## config.mk

```make
export PLATFORM = sky130hd
export DESIGN_NAME = fifo_pack_reader
export DESIGN_NICKNAME = d
export VERILOG_FILES = /design/src/rtl/fifo_pack_pkg.sv /design/src/rtl/fifo_pack_reader.sv
export SDC_FILE = /design/constraint.sdc
export NUM_CORES = 1
export LEC_CHECK = 0
export CAP_MARGIN = 20
export CELL_PAD_IN_SITES_DETAIL_PLACEMENT = 1
export CELL_PAD_IN_SITES_GLOBAL_PLACEMENT = 1
export CORE_ASPECT_RATIO = 1.75
export CORE_MARGIN = 2
export CORE_UTILIZATION = 53
export DETAILED_ROUTE_END_ITERATION = 10
export DONT_BUFFER_PORTS = 1
export PLACE_DENSITY = 0.9
export REMOVE_ABC_BUFFERS = 1
export SETUP_SLACK_MARGIN = 0.2
export SLEW_MARGIN = 20
export SYNTH_ARGS = -nofsm -noshare
export SYNTH_HDL_FRONTEND = slang
export SYNTH_SLANG_ARGS = --single-unit
```

## constraint.sdc

```tcl
create_clock -name clk -period 4.3 [get_ports clk]
set_input_delay 0.86 -clock clk [delete_from_list [all_inputs] [get_ports clk]]
set_output_delay 0.86 -clock clk [all_outputs]
set_load 0.005 [all_outputs]
```

## src/rtl/fifo_pack_pkg.sv

```systemverilog
// Shared types for the FIFO word packer.
package fifo_pack_pkg;

  // FILL collects words into lanes; HOLD presents the packed beat.
  typedef enum logic {FILL, HOLD} fifo_pack_state_e;

endpackage : fifo_pack_pkg

```

## src/rtl/fifo_pack_reader.sv

```systemverilog
// Read-side consumer for a show-ahead FIFO: pops WIDTH-bit words and packs PACK of them
// (first-popped word in lane 0) into one valid/ready output beat.
// Optional feature macro: FIFO_PACK_FLUSH_EN enables flush_i to emit partial beats with a
// per-lane out_keep_o mask; without it flush_i is ignored and out_keep_o is all ones.
module fifo_pack_reader
  import fifo_pack_pkg::*;
#(
  parameter int unsigned WIDTH = 8,
  parameter int unsigned PACK  = 4
) (
  input  logic                  clk,
  input  logic                  rst_n,
  input  logic [WIDTH-1:0]      fifo_data_i,
  input  logic                  fifo_valid_i,
  output logic                  fifo_ren_o,
  output logic [PACK*WIDTH-1:0] out_data_o,
  output logic                  out_valid_o,
  input  logic                  out_ready_i,
  output logic [PACK-1:0]       out_keep_o,
  input  logic                  flush_i
);

  localparam int unsigned CntW = (PACK > 1) ? $clog2(PACK) : 1;
  typedef logic [CntW-1:0] cnt_t;
  localparam cnt_t LastLane = cnt_t'(PACK - 1);

  fifo_pack_state_e            state_q, state_d;
  cnt_t                        fill_cnt_q, fill_cnt_d;
  logic [PACK-1:0][WIDTH-1:0]  lanes_q, lanes_d;
  logic                        pop;
  cnt_t                        wr_lane;

`ifdef FIFO_PACK_FLUSH_EN
  logic [PACK-1:0]             keep_q, keep_d;
  logic [CntW:0]               fill_n;
  logic [PACK-1:0]             keep_mask;
`endif

  // Pop whenever a lane is free: while filling, or while the held beat is being accepted.
  always_comb begin
    pop = fifo_valid_i & ((state_q == FILL) | ((state_q == HOLD) & out_ready_i));
  end

  assign fifo_ren_o  = pop;
  assign out_valid_o = (state_q == HOLD);
  assign out_data_o  = lanes_q;

  // Indexed lane write; a pop during a HOLD hand-off starts the next beat in lane 0.
  always_comb begin
    lanes_d = lanes_q;
    wr_lane = (state_q == HOLD) ? '0 : fill_cnt_q;
    if (pop) begin
      lanes_d[wr_lane] = fifo_data_i;
    end
  end

`ifdef FIFO_PACK_FLUSH_EN
  // Effective lane count for a flush, counting a word popped in the same cycle.
  always_comb begin
    fill_n = {1'b0, fill_cnt_q} + {{CntW{1'b0}}, pop};
    for (int unsigned i = 0; i < PACK; i++) begin
      keep_mask[i] = (fill_n > (CntW + 1)'(i));
    end
  end
`endif

  // Next-state logic for the FILL/HOLD machine and the lane counter.
  always_comb begin
    state_d    = state_q;
    fill_cnt_d = fill_cnt_q;
`ifdef FIFO_PACK_FLUSH_EN
    keep_d     = keep_q;
`endif
    unique case (state_q)
      FILL: begin
        if (pop) begin
          if (fill_cnt_q == LastLane) begin
            state_d    = HOLD;
            fill_cnt_d = '0;
`ifdef FIFO_PACK_FLUSH_EN
            keep_d     = '1;
`endif
          end else begin
            fill_cnt_d = fill_cnt_q + cnt_t'(1);
          end
        end
`ifdef FIFO_PACK_FLUSH_EN
        // A flush with nothing collected is ignored; otherwise emit what we have.
        if (flush_i && (fill_n != '0)) begin
          state_d    = HOLD;
          fill_cnt_d = '0;
          keep_d     = keep_mask;
        end
`endif
      end
      HOLD: begin
        if (out_ready_i) begin
          state_d    = FILL;
          fill_cnt_d = pop ? cnt_t'(1) : '0;
        end
      end
      default: begin
        state_d    = FILL;
        fill_cnt_d = '0;
      end
    endcase
  end

  // State, counter and beat registers; reset discards any partial beat.
  always_ff @(posedge clk or negedge rst_n) begin
    if (!rst_n) begin
      state_q    <= FILL;
      fill_cnt_q <= '0;
      lanes_q    <= '0;
    end else begin
      state_q    <= state_d;
      fill_cnt_q <= fill_cnt_d;
      lanes_q    <= lanes_d;
    end
  end

`ifdef FIFO_PACK_FLUSH_EN
  // Lane-valid mask register; only flushed beats clear upper bits.
  always_ff @(posedge clk or negedge rst_n) begin
    if (!rst_n) begin
      keep_q <= '1;
    end else begin
      keep_q <= keep_d;
    end
  end

  assign out_keep_o = keep_q;
`else
  // Only full beats exist, so every lane is always valid.
  logic unused_flush;
  assign unused_flush = flush_i;
  assign out_keep_o   = '1;
`endif

endmodule : fifo_pack_reader

```

==> reports/metrics.cfg <==
[outcome]
outcome=finished, final reports clean

[floorplanning]
start_util_pct=54.0
num_rows=26
coreArea_um2=2860
die-area_um2=3380
io-pin-count=51
die-width_um=44.8
chipHeight_um=75.5

[global_routing]
overflow=0
grtUsageTotal_pct=18.5
grt_pass1_vias=860
antenna_found_initial=0
grt_first_pass_wirelength_um=4230
grt_max_degree=36

[worst_setup_path]
ff2ff_path_depth=3
startpoint=out_valid_o
crit_required_ns=3.44
critical_path_arrival_ns=1.16
critPathLaunchType=flop
ff2ff_setup_slack_ns=2.54
worstReg2RegEnd=out_data_o[11]
endpoint_kind=output pin
reg2reg_from=out_valid_o
crit_path_max_fanout=8
critPathKind=flop to output pin

[routing]
ant_nets=0
initialDrtViolationCount=8
first_pass_iters=2
remaining_drc_errors=0
dr_wl_met3_um=169
dr.max_layer_used=met4
avgViaCountPerCell=5.98
met2_length_um=1510
met1Wirelength_um=1000
vias=747
wl_per_cell_um=21.9
routed_wl_um=2740

[timing]
fmax_mhz=495
slew_headroom_pct=59.8
skew_ns=0.00607
fin_setup_tns_ns=0
finalMaxSlewViolations=0
setup_viol=0
worstMarginPinSlew_ns=0.603
fin_crit_ns=2.02
rsz0062_at_grt=no
hold_viol_final=0
timing.final.crit_share_pct=46.9

[clocking]
clock_latency_ns=0.29
cts.sinks=35
cts-root-buf=clkbuf_8
cts_made_buffers=5
cts_hold_buf=0
cts_buffer_depth=2
htree_levels=2
path_clk_slew_ns=0.07
cts_tree=built
postCtsSetupBuffers=0
cts_resized=0

[place]
place_hpwl_um=1990
port-buffer-count=0
finalWeightedCongestion=0.716

[min_path]
min_path_type=input pin to asynchronous set/reset pin

[pwr]
p_per_area_nw_per_um2=788
leakage_nw=0.761
peakVddDrop_uv=367

[yosys]
synth_cell_types=20
synthCells=93
synth_top_area_share_pct=56.6
synth_warnings=0
yosysTopAreaCell=dfrtp_1
synth_seq_cells=35
yosysSeqAreaShare_pct=56.6
synth_area_per_cell_um2=16.6
ys_top_cells_by_area=dfrtp_1 (57%), mux2_4 (23%), mux2_2 (5.8%)
synth_area_um2=1550

[finish]
drive_above_1_share_pct=43.3
areaGrowthSynthToFinish_pct=4.37
antennaDiodeCount=0
fin_util_pct=56.4
nFillCells=268
fin_nets=110

[job]
cap_violations=0

## Yosys cell counts (all sizes together)
master and instances:
mux2i 2, conb 1, dfrtp 35, nor2b 4
a211oi 1, buf 7, a31oi 1, nand3 1
nand2 1, o21ai 1, mux2 32, nor2 1
nor4b 1, and3b 2, a21oi 1, a21o 1
ha 1
## worst max path at each step
stage | slack [ns] | endpoint
floorplan | 2.35 | fifo_ren_o
detailed placement | 2.20 | out_data_o[8]
global placement | 2.23 | out_data_o[10]
CTS | 2.25 | fifo_ren_o
global route | 2.17 | fifo_ren_o
finish | 2.28 | fifo_ren_o
## per-layer routing
metal  GRT usage, %  vias up
met5              0        -
met4           10.8        0
met3           7.11        7
met2           31.4       31
met1           19.0      386
li1               -      323
## sequential cells by signal (all words and copies together), names as in the netlist
signal / flops
out_data_o: 32
out_valid_o: 1
fill_cnt_q: 2
## layout make-up
class | count | area (um2) | area share [%]
clock inverters | 1 | 5.00 | 0.310
flip-flops and latches | 35 | 876 | 54.3
multi-input cells | 54 | 622 | 38.5
clock buffers | 7 | 76.3 | 4.73
well taps | 28 | 35.0 | 2.17
## per-stage QoR
stage / instance area (um2) / std cells / total power, mW / setup slack (ns) / hold WS (ns)
after floorplan: 1500 / 89 / 0.964 / 2.35 / 0.504
after global placement: 1530 / 117 / 1.03 / 2.23 / 0.515
after detailed placement: 1530 / 117 / 1.07 / 2.20 / 0.520
after CTS: 1610 / 125 / 1.30 / 2.25 / 0.254
after global routing: 1610 / 125 / 1.35 / 2.17 / 0.249
final: 1610 / 125 / 1.27 / 2.28 / 0.262
## cell usage in the layout (no fill, tap or decap)
master	Yosys	routed
o21ai_0	1	1
ha_1	1	1
clkinv_2	0	1
conb_1	1	4
mux2_4	24	24
and3b_1	2	2
a21o_1	1	1
nand3_2	1	1
nor2b_2	1	1
nor4b_2	1	1
clkbuf_1	0	2
a31oi_4	1	1
nor2_1	1	1
a21oi_1	1	1
a211oi_1	1	1
clkbuf_8	0	5
nor2b_1	3	3
dfrtp_1	35	35
mux2_2	8	8
nand2_1	1	1
mux2i_1	2	2
## worst max-delay path, stage by stage (launching register included)
cell and delay, ns:
dfrtp_1 0.53, nor2b_1 0.26, nor2b_1 0.09
## cell families (layout without fill, tap and decap cells)
logic type / count (synthesis) / count (layout) / share of synthesized area [%]
buf+inv: 7 / 8 / 3.88
mux: 34 / 34 / 30.4
fa+ha+maj: 1 / 1 / 0.809
simple gates: 10 / 10 / 5.02
other cells: 1 / 4 / 0.242
flops: 35 / 35 / 56.6
compound gates: 5 / 5 / 2.99
## power breakdown
part / switching (mW) / leakage [nW] / total [mW] / internal [mW]
Combinational: 0.126 / 0.302 / 0.394 / 0.268
Clock: 0.106 / 0.0422 / 0.219 / 0.113
Sequential: 0.158 / 0.417 / 0.659 / 0.501
No activity file was read; power rests on OpenSTA's default activity.
